[src/rtl/rv_serdes_interface.sv]
// rv_serdes_interface: ready-valid bridge that deserialises bus beats into a device word
// and serialises coherent snapshots of a device word back onto the bus.
module rv_serdes_interface #(
    parameter int BUS_WIDTH  = 8,
    parameter int WORD_BEATS = 4,
    parameter bit LSB_FIRST  = 1'b1
) (
    input  logic                            CLK_I,
    input  logic                            RST_I,
    input  logic                            READ_READY_I,
    output logic                            READ_VALID_O,
    output logic [BUS_WIDTH-1:0]            READ_DATA_O,
    output logic                            WRITE_READY_O,
    input  logic                            WRITE_VALID_I,
    input  logic [BUS_WIDTH-1:0]            WRITE_DATA_I,
    input  logic                            READ_ENABLE_I,
    input  logic                            WRITE_ENABLE_I,
    input  logic                            FLUSH_I,
    output logic                            UPDATE_O,
    output logic [BUS_WIDTH*WORD_BEATS-1:0] DATA_O,
    input  logic                            CHANGE_I,
    input  logic [BUS_WIDTH*WORD_BEATS-1:0] DATA_I,
    output logic                            READ_O
);
    localparam int DATA_WIDTH = BUS_WIDTH * WORD_BEATS;
    localparam int CW = WORD_BEATS > 1 ? $clog2(WORD_BEATS) : 1;
    localparam logic [CW-1:0] LAST = CW'(WORD_BEATS - 1);
    localparam logic W_COLLECT = 1'b0, W_HOLD = 1'b1;
    localparam logic R_IDLE = 1'b0, R_SEND = 1'b1;

    logic                  wstate, rstate, pending;
    logic [CW-1:0]         wbeat, rbeat, wslice, rslice;
    logic [DATA_WIDTH-1:0] snapshot;
    logic                  write_fire, read_fire, capture;

    always_comb begin
        WRITE_READY_O = wstate == W_COLLECT;
        UPDATE_O      = wstate == W_HOLD && WRITE_ENABLE_I && !FLUSH_I;
        write_fire    = WRITE_READY_O && WRITE_VALID_I && !FLUSH_I;
        READ_VALID_O  = rstate == R_SEND && READ_ENABLE_I;
        read_fire     = READ_VALID_O && READ_READY_I && !FLUSH_I;
        READ_O        = read_fire && rbeat == LAST;
        capture       = rstate == R_IDLE && (pending || CHANGE_I || (READ_ENABLE_I && READ_READY_I));
        wslice        = LSB_FIRST ? wbeat : LAST - wbeat;
        rslice        = LSB_FIRST ? rbeat : LAST - rbeat;
        READ_DATA_O   = snapshot[rslice*BUS_WIDTH +: BUS_WIDTH];
    end

    always_ff @(posedge CLK_I or posedge RST_I) begin
        if (RST_I) begin
            wstate <= W_COLLECT;
            wbeat  <= '0;
            DATA_O <= '0;
        end else if (FLUSH_I) begin
            wstate <= W_COLLECT;
            wbeat  <= '0;
        end else if (UPDATE_O) begin
            wstate <= W_COLLECT;
        end else if (write_fire) begin
            DATA_O[wslice*BUS_WIDTH +: BUS_WIDTH] <= WRITE_DATA_I;
            wbeat  <= wbeat == LAST ? '0 : wbeat + 1'b1;
            wstate <= wbeat == LAST ? W_HOLD : W_COLLECT;
        end
    end

    // The snapshot is only refreshed from IDLE so a multi-beat read stays coherent;
    // changes seen mid-transfer are remembered and replayed after the last beat.
    always_ff @(posedge CLK_I or posedge RST_I) begin
        if (RST_I) begin
            rstate   <= R_IDLE;
            rbeat    <= '0;
            snapshot <= '0;
            pending  <= 1'b0;
        end else if (FLUSH_I) begin
            rstate  <= R_IDLE;
            rbeat   <= '0;
            pending <= 1'b0;
        end else if (capture) begin
            snapshot <= DATA_I;
            rbeat    <= '0;
            pending  <= 1'b0;
            rstate   <= R_SEND;
        end else begin
            if (CHANGE_I) pending <= 1'b1;
            if (read_fire) begin
                rbeat  <= rbeat == LAST ? '0 : rbeat + 1'b1;
                rstate <= rbeat == LAST ? R_IDLE : R_SEND;
            end
        end
    end
endmodule

[config.mk]
export PLATFORM = sky130hd
export DESIGN_NAME = rv_serdes_interface
export DESIGN_NICKNAME = d
export VERILOG_FILES = /design/src/rtl/rv_serdes_interface.sv
export SDC_FILE = /design/constraint.sdc
export NUM_CORES = 1
export LEC_CHECK = 0
export CELL_PAD_IN_SITES_DETAIL_PLACEMENT = 0
export CELL_PAD_IN_SITES_GLOBAL_PLACEMENT = 1
export CORE_MARGIN = 3
export CORE_UTILIZATION = 41
export CTS_CLUSTER_DIAMETER = 100
export DETAILED_ROUTE_END_ITERATION = 7
export PLACE_DENSITY = 0.87
export SLEW_MARGIN = 5
export SYNTH_ARGS = -nofsm -noshare
export SYNTH_HDL_FRONTEND = slang
export SYNTH_SLANG_ARGS = --single-unit
export TNS_END_PERCENT = 1
[constraint.sdc]
create_clock -name CLK_I -period 3.4 [get_ports CLK_I]
set_input_delay 0.68 -clock CLK_I [delete_from_list [all_inputs] [get_ports CLK_I]]
set_output_delay 0.68 -clock CLK_I [all_outputs]
set_load 0.005 [all_outputs]
==> impl_results.md <==
- Outcome: completed
- All-Layer GR Usage: 0.1745
- Commonest non-fill, non-tap cells in the layout: clkdlybuf4s50_1 (91), dfrtp_1 (71), a22o_1 (32), mux2_4 (29), clkbuf_8 (9)
- TNS Setup: 0 ns
- Num CTS Buffers: 9
- Post-CTS setup buffer count: 0
- RSZ-0062 raised after global routing: false
- R2R setup slack: 1.40 ns
- Crit start category: flop
- Power density over the cells: 514.0 nW/µm²
- Setup ws final: between 0.5 and 0.6 ns
- Dpl cell area: between 4000 and 5000 µm²
- MaxCap Viol Count: 0
- Final Core Density: 0.5941
- Rel. slew slack: 0.5067
- Syn_area_per_cell: approximately 16 µm²
- Vias per inst: roughly 5.2
- I/O pin count: 92
- Layout fillers: 587
- DR pass1 iterations: 4
- Synth Net Count: 257
- Crit. End Element: output port
- Vias in the first global route: approximately 2400
- Distinct cells, synth: 28
- Setup Viol. Count Final: 0
- Placeable core region: ~7400 µm²
- Worst EP required: 2.72 ns
- Data arrival, critical path: about 2.2 ns
- Hold Buf Count CTS: 0
- Synth Instances: ~200
- Total power: around 2.3 mW
- Routed wire length: 7201 µm
- Port Buffers: slightly above 90
- Largest net degree at the start of global routing: 37
- Initial antenna violation count: 0
- H-tree Lvls: 3
- # nets final: ~360
- Die X: approximately 94 µm
- Final worst path period share: 0.8364
- Post-synth top area share: 0.5610
- Seq/Total Area, Yosys: 0.5610
- Initial Util: 0.4297
- Layout area overhead: 38.25%
- DR WL/cell: 17.78 µm
- Setup WS pre-CTS: about 0.57 ns
- Max rail drop VDD: roughly 180 µV
- Flops & latches, synth: slightly above 70
- Die height: around 94 µm
- Cell taking the most area after synthesis: dfrtp_1
- Synthesized area: 3167 µm²
- Clk Latency, worst-skew pair: approximately 0.35 ns
- Kind of critical path: flop to output port
- Final ANT Viol Nets: 0
- Layout cells sized above 1: 0.2157
- Max Transition Viols Final: 0
- Antenna cells: 0
- Synthesis warning total: 0
- Setup Skew: just under 0.01 ns
- Drt drc: 0
- GRT overflow: 0
- Worst Tran Pin Value: around 0.74 ns
- Initial DRC Count: 63
- Fmax: 0.3516 GHz
- CTS sink count: approximately 70
- Post-CTS resize count: 0
- Clock Path Buffers: 2
- Most common cell after layout, fill and taps aside: clkdlybuf4s50_1
- First-pass GRT wire length: around 12000 µm
- Gp weighted congestion: about 0.77
- Critical Path Fanout Max: 11
- Die area: 8814 µm²
- Via Count: 2106
- Final number of hold-violating endpoints: 0
- Rows: 31
- HP Class: flop to flop
- Final Critical Period: about 2.8 ns
- Root buf cell: clkbuf_8
- TritonCTS clock tree: done
- DP HPWL: 5149 µm
- Final Cell Area: 4378 µm²
- Synth top area cells: dfrtp_1 (56%), mux2_4 (14%), a22o_1 (8.9%)
- Leakage: about 2.0 nW
- Clk slew on worst S/H paths: approximately 0.080 ns
-- power by group --
group | internal (mW) | total (mW) | switching, mW
Combinational | 0.353 | 0.506 | 0.152
Clock | 0.347 | 0.688 | 0.341
Sequential | 0.976 | 1.06 | 0.0810
Total | 1.68 | 2.25 | 0.574
-- worst paths after layout --
check / startpoint / to / cells past startpoint
setup / recovery: rbeat[0] / READ_DATA_O[2] / 2
hold / removal: DATA_O[7] / DATA_O[7] / 1
setup reg to reg: wbeat[0] / DATA_O[17] / 5
hold reg to reg: DATA_O[7] / DATA_O[7] / 1
max in group asynchronous: RST_I / pending / 3
min in group asynchronous: RST_I / DATA_O[20] / 2
-- Yosys cell counts (all sizes together) --
cell type	count
nor2b	1
ha	6
mux2	32
nor4	2
nor2	7
nor3b	1
or3	2
a211oi	2
and3	1
o21ai	2
nand3	1
inv	5
a22o	32
nand4bb	5
mux2i	2
mux4	8
nand2b	3
nand2	2
xnor2	1
and2	2
clkbuf	5
dfrtp	71
nor3	4
buf	6
-- registers in the layout, indices dropped and copies added, names as in the netlist --
name and count:
DATA_O 32, pending 1, rbeat 2, rstate 1
snapshot 32, wbeat 2, wstate 1
-- cells by family after synthesis --
kind of cell | synth area share
buffers and inverters | 0.03951
DFF | 0.5610
xor gates and xnor gates | 0.002766
and+or+nand+nor | 0.06520
muxes | 0.2114
AOI/OAI and AO/OA | 0.09640
adders and majority gates | 0.02371
-- per-stage QoR --
step | instances | hold slack [ns]
2_1_floorplan | 203 | 0.4740
3_3_place_gp | 389 | 0.4840
3_5_place_dp | 389 | 0.4900
4_1_cts | 405 | 0.5105
5_1_grt | 405 | 0.5222
6_report | 405 | 0.5070
-- worst max-delay path, stage by stage, from the launching register on --
cell and delay [ns]:
dfrtp_1 0.77, mux4_2 0.60, clkdlybuf4s50_1 0.46
-- layout make-up --
type	count	area [µm²]	area share
inverters	5	18.77	0.004287
clock inverters	7	80.08	0.01829
clock buffers	9	123.9	0.02829
well taps	99	123.9	0.02829
repair buffers	98	988.4	0.2258
flip-flops and latches	71	1777	0.4058
multi-input cells	116	1266	0.2892
-- per-layer routing --
layer / share of wire / GRT usage / vias to the layer above
met5: 0 / 0 / -
met4: 0.010 / 0.05295 / 0
met3: 0.073 / 0.06170 / 10
met2: 0.47 / 0.2726 / 79
met1: 0.45 / 0.2284 / 1067
li1: - / - / 950
No activity file was read; power rests on OpenSTA's default activity.
